==> config.mk <==
export PLATFORM = sky130hd
export DESIGN_NAME = inst_fetch_unit
export DESIGN_NICKNAME = d
export VERILOG_FILES = /design/src/rtl/inst_fetch_unit.sv
export SDC_FILE = /design/constraint.sdc
export NUM_CORES = 1
export LEC_CHECK = 0
export CORE_MARGIN = 2
export CORE_UTILIZATION = 47
export CTS_CLUSTER_SIZE = 25
export DETAILED_ROUTE_END_ITERATION = 12
export HOLD_SLACK_MARGIN = 0.05
export PLACE_DENSITY = 0.83
export SKIP_LAST_GASP = 1
export SYNTH_ARGS = -nofsm -noshare
export SYNTH_HDL_FRONTEND = slang
export SYNTH_SLANG_ARGS = --single-unit
==> constraint.sdc <==
create_clock -name clk -period 2.4 [get_ports clk]
set_input_delay 0.48 -clock clk [delete_from_list [all_inputs] [get_ports clk]]
set_output_delay 0.48 -clock clk [all_outputs]
set_load 0.005 [all_outputs]
==> src/rtl/inst_fetch_unit.sv <==
// Fetch stage: owns the PC, drives a 1-cycle synchronous instruction memory, holds IF/ID.
// Stalls hold PC and IF/ID; branch redirects refill through FILL, giving two bubbles.
module inst_fetch_unit #(
  parameter int                ADDR_W   = 32,
  parameter int                INST_W   = 32,
  parameter int                HEADER_W = 10,
  parameter logic [ADDR_W-1:0] RESET_PC = '0,
  parameter int                PC_STEP  = 4
) (
  input  logic                clk,
  input  logic                rst,
  input  logic                stall,
  input  logic                branch_taken,
  input  logic [ADDR_W-1:0]   branch_target,
  output logic [ADDR_W-1:0]   imem_addr,
  output logic                imem_rd_en,
  input  logic [INST_W-1:0]   imem_rdata,
  output logic [INST_W-1:0]   inst_out,
  output logic [HEADER_W-1:0] inst_head,
  output logic [ADDR_W-1:0]   pc_out,
  output logic [ADDR_W-1:0]   pc_link,
  output logic                inst_valid
);

  typedef enum logic [1:0] {FILL, RUN, HOLD} state_t;

  localparam logic [ADDR_W-1:0] STEP = ADDR_W'(PC_STEP);

  state_t            state, nxt_state;
  logic [ADDR_W-1:0] pc, rd_pc;
  logic              capture, advance;

  always_comb begin
    nxt_state  = state;
    imem_rd_en = 1'b0;
    capture    = 1'b0;
    advance    = 1'b0;
    case (state)
      FILL: begin
        imem_rd_en = 1'b1;
        advance    = 1'b1;
        nxt_state  = RUN;
      end
      RUN: begin
        if (stall) begin
          nxt_state = HOLD;
        end else begin
          imem_rd_en = 1'b1;
          capture    = 1'b1;
          advance    = 1'b1;
        end
      end
      HOLD: begin
        // Memory kept the stalled word on rdata, so release can capture it and fetch ahead at once.
        if (!stall) begin
          imem_rd_en = 1'b1;
          capture    = 1'b1;
          advance    = 1'b1;
          nxt_state  = RUN;
        end
      end
      default: nxt_state = FILL;
    endcase
    if (branch_taken) begin
      capture   = 1'b0;
      nxt_state = FILL;
    end
  end

  always_ff @(posedge clk) begin
    if (rst) begin
      state      <= FILL;
      pc         <= RESET_PC;
      rd_pc      <= RESET_PC;
      inst_out   <= '0;
      inst_valid <= 1'b0;
      pc_out     <= RESET_PC;
      pc_link    <= RESET_PC + STEP;
    end else begin
      state <= nxt_state;
      if (imem_rd_en) rd_pc <= pc;
      if (branch_taken)  pc <= branch_target;
      else if (advance)  pc <= pc + STEP;
      if (branch_taken || state == FILL) begin
        inst_out   <= '0;
        inst_valid <= 1'b0;
      end else if (capture) begin
        inst_out   <= imem_rdata;
        inst_valid <= 1'b1;
        pc_out     <= rd_pc;
        pc_link    <= rd_pc + STEP;
      end
    end
  end

  assign imem_addr = pc;
  assign inst_head = inst_out[INST_W-1 -: HEADER_W];

endmodule
==> metrics.csv <==
metric,value,unit
Crit path max-delay family,buffers and inverters,
largest net degree at the start of global routing,109,
Via density,5.395,
Gate Count Post-Synth,855,
row count,44,
GPL Wtd Cong,0.8592,
die height,124.9,um
Worst Tran Pin Value,0.5859,ns
Slew Limit Fails,0,
Mapped Area,6869,um^2
full die area,15600,um^2
clock share of power,0.447,
Startpoint Class,register,
Crit path largest cell delay,0.37,ns
CP required,1.92,ns
Antenna Cells,0,
Fin. Hold Viols,0,
total CTS buffers,17,
CP max FO,4,
worst endpoint data arrival time,1.81,ns
hpwl dp,13790,um
Antenna Nets Post-Route,0,
Int Power,0.004737,W
sequential area share after synthesis,0.4692,
Tot Pwr,0.006187,W
P_leak,3.280,nW
CP max-delay cell,dfxtp_2,
fillers,1187,
Starting Density,0.4762,
Sink Count,161,
final setup fails,0,
TNS Setup,0,ns
RSZ-0062 raised after global routing,no,
max_cap viols,0,
Hold Crit Class,reg -> reg,
critical-path cell list,inv_1 > ha_2 > nand2b_4 > a21o_1 > clkinv_1 > dlygate4sd2_1,
DR vias,6657,
Post-synth EDFFs,0,
IO Pins,208,
worst skew pair latency,0.43,ns
Synthesis Warnings,0,
syn avg cell area,8.034,um^2
share of post-route cells with drive strength above 1,0.07048,
DRT Wirelength,19860,um
first-pass GRT wire length,31880,um
drc violations,0,
Fin Clk Skew,0.01190,ns
Synth cell types,46,
dpl ws,-0.004587,ns
cell area power density,635.8,nW/um^2
CP Capture Type,output pin,
die width,124.9,um
Placeable Area,14420,um^2
WS Path Type,reg -> out,
combinational power share,0.089,
initial DRC count,464,
DRT Pass-1 Iters,6,
Nets,1112,
root buf cell,clkbuf_16,
Total GRT Usage,0.2518,
initial antenna violation count,0,
TritonCTS clock tree,built,
hold buffer count at cts,0,
maximum vdd drop,0.4568,mV
post-route insts no fill,1234,
CTS H-tree lvls,4,
total grt overflow,0,
FF-to-FF setup slack,0.12,ns
sequential share of power,0.464,
crit path buf inv count,3,
area occupied by multi-input gates,3292,um^2
sw frac,0.2345,
post-synth net total,929,
vias in the first global route,6291,
Final Cycle Share,0.9527,
dpl cells,1203,
Synth Flop Type,dfxtp_1,
Max-slew headroom,0.6064,
clk buf depth,2,
"flops & latches, synth",161,
final instance area,9732,um^2
Async SR Flop Fraction,0,
Setup Buffers After CTS,0,
Yosys top cell area share,0.4692,
Final min period,2.286,ns
leading area contributor after synthesis,dfxtp_1,
Setup WS post-layout,0.1135,ns
status,completed,
most area-consuming cells after synthesis,"dfxtp_1 (47%), nand2_1 (12%), a21oi_1 (8.7%)",
"Area growth, synth to finish",41.68,%
number of port buffers,207,
NetSw,0.001451,W
"Cell Area, Placed",9119,um^2
Fmax,0.4374,GHz
"CTS clk-pin slew, worst paths",0.06,ns
Routed WL per cell,16.09,um
register area,3224,um^2
-- repair_timing --
action	CTS	global route
setup endpoints to repair	1	0
resized for setup	3	0
hold endpoints to repair	0	0
-- worst reg2reg max path, cell delays in order, from the launching register on --
cell and delay (ns):
dfxtp_2 0.37, inv_1 0.08, ha_2 0.35, nand2b_4 0.08, a2111oi_4 0.36, buf_4 0.26, nand3_1 0.11, xor2_1 0.19
a211oi_1 0.36
-- power groups by stage --
stage	Clock (W)	Combinational, W	Sequential, W
after CTS	0.00279	0.000547	0.00287
after floorplan	0	0.000255	0.00289
final	0.00277	0.000550	0.00287
after global routing	0.00291	0.000595	0.00288
after detailed placement	0	0.000541	0.00292
after global placement	0	0.000532	0.00292
-- synth_stat cells, types with 13 or more instances --
library cell and count:
clkbuf_1 47, dfxtp_1 161, a21oi_1 119, a211oi_1 30
nand4_1 17, nand3_1 22, nand2_1 221, xor2_1 29
nor2_1 50, nor3_1 13, xnor2_1 24, o21ai_0 21
-- final cells by class --
cell class / instances / share of cell area
multi-input combinational: 613 / 0.3383
sequential: 161 / 0.3313
timing repair buffer: 234 / 0.2398
clock buffer: 24 / 0.05258
tap: 184 / 0.02366
clock inverter: 7 / 0.01016
inverter: 11 / 0.004243
-- layout by cell type (no fill, tap or decap), types with 2 or more instances in the layout --
master           instances
nand3_1                 22
nand2_1                221
buf_4                   23
nor2_1                  48
nand2b_1                 2
nor3_1                  13
dfxtp_1                160
and4_1                   6
a211oi_1                30
clkdlybuf4s50_1        205
a21oi_1                119
clkbuf_8                 6
buf_12                   5
xor2_1                  29
bufinv_16                2
xnor2_1                 24
and3_1                   7
a311oi_1                 4
nor4_1                   8
o211ai_1                 2
clkinv_4                 3
ha_1                     5
a211oi_2                 2
inv_2                    2
clkbuf_16               17
inv_1                    8
o2111ai_1                2
and2_1                   4
mux2i_1                  3
nand4_2                  4
or3_1                    3
o21ai_0                 21
nor2b_1                  2
nand4_1                 17
-- logic make-up after synthesis --
| family | Yosys count | synth area share |
|---|---|---|
| muxes | 3 | 0.004372 |
| adders and majority gates | 6 | 0.01093 |
| and+or+nand+nor | 366 | 0.2375 |
| DFF | 161 | 0.4692 |
| AOI/OAI and AO/OA | 185 | 0.1570 |
| xor gates and xnor gates | 53 | 0.06758 |
| buffers and inverters | 81 | 0.05337 |
-- path summary, 6_finish.rpt --
path | start | to | depth (start not counted)
worst min-delay path | inst_out[8] | inst_out[8] | 2
worst min register to register | inst_out[8] | inst_out[8] | 2
worst max-delay path | state[0] | imem_rd_en | 6
worst max register to register | state[0] | imem_addr[14] | 8
-- registers in the layout, indices dropped and copies added, names as in the netlist --
signal	count
state	2
rd_pc	32
inst_out	32
pc_link	30
inst_valid	1
pc_out	32
imem_addr	32
-- metrics by stage --
| stage | utilization | hold WS (ns) |
|---|---|---|
| 5_1_grt | 0.6747 | 0.4745 |
| 6_report | 0.6747 | 0.4502 |
| 4_1_cts | 0.6747 | 0.4532 |
| 2_1_floorplan | - | 0.4321 |
| 3_5_place_dp | 0.6322 | 0.4456 |
| 3_3_place_gp | 0.6322 | 0.4405 |
-- layer usage --
| metal | vias up | global-route usage | wire [um] |
|---|---|---|---|
| li1 | 3262 | - | - |
| met1 | 3090 | 0.3365 | 8785 |
| met2 | 261 | 0.3947 | 9113 |
| met3 | 44 | 0.06057 | 1375 |
| met4 | 0 | 0.09804 | 584 |
| met5 | - | 0 | 0 |
No activity file was read; power rests on OpenSTA's default activity.
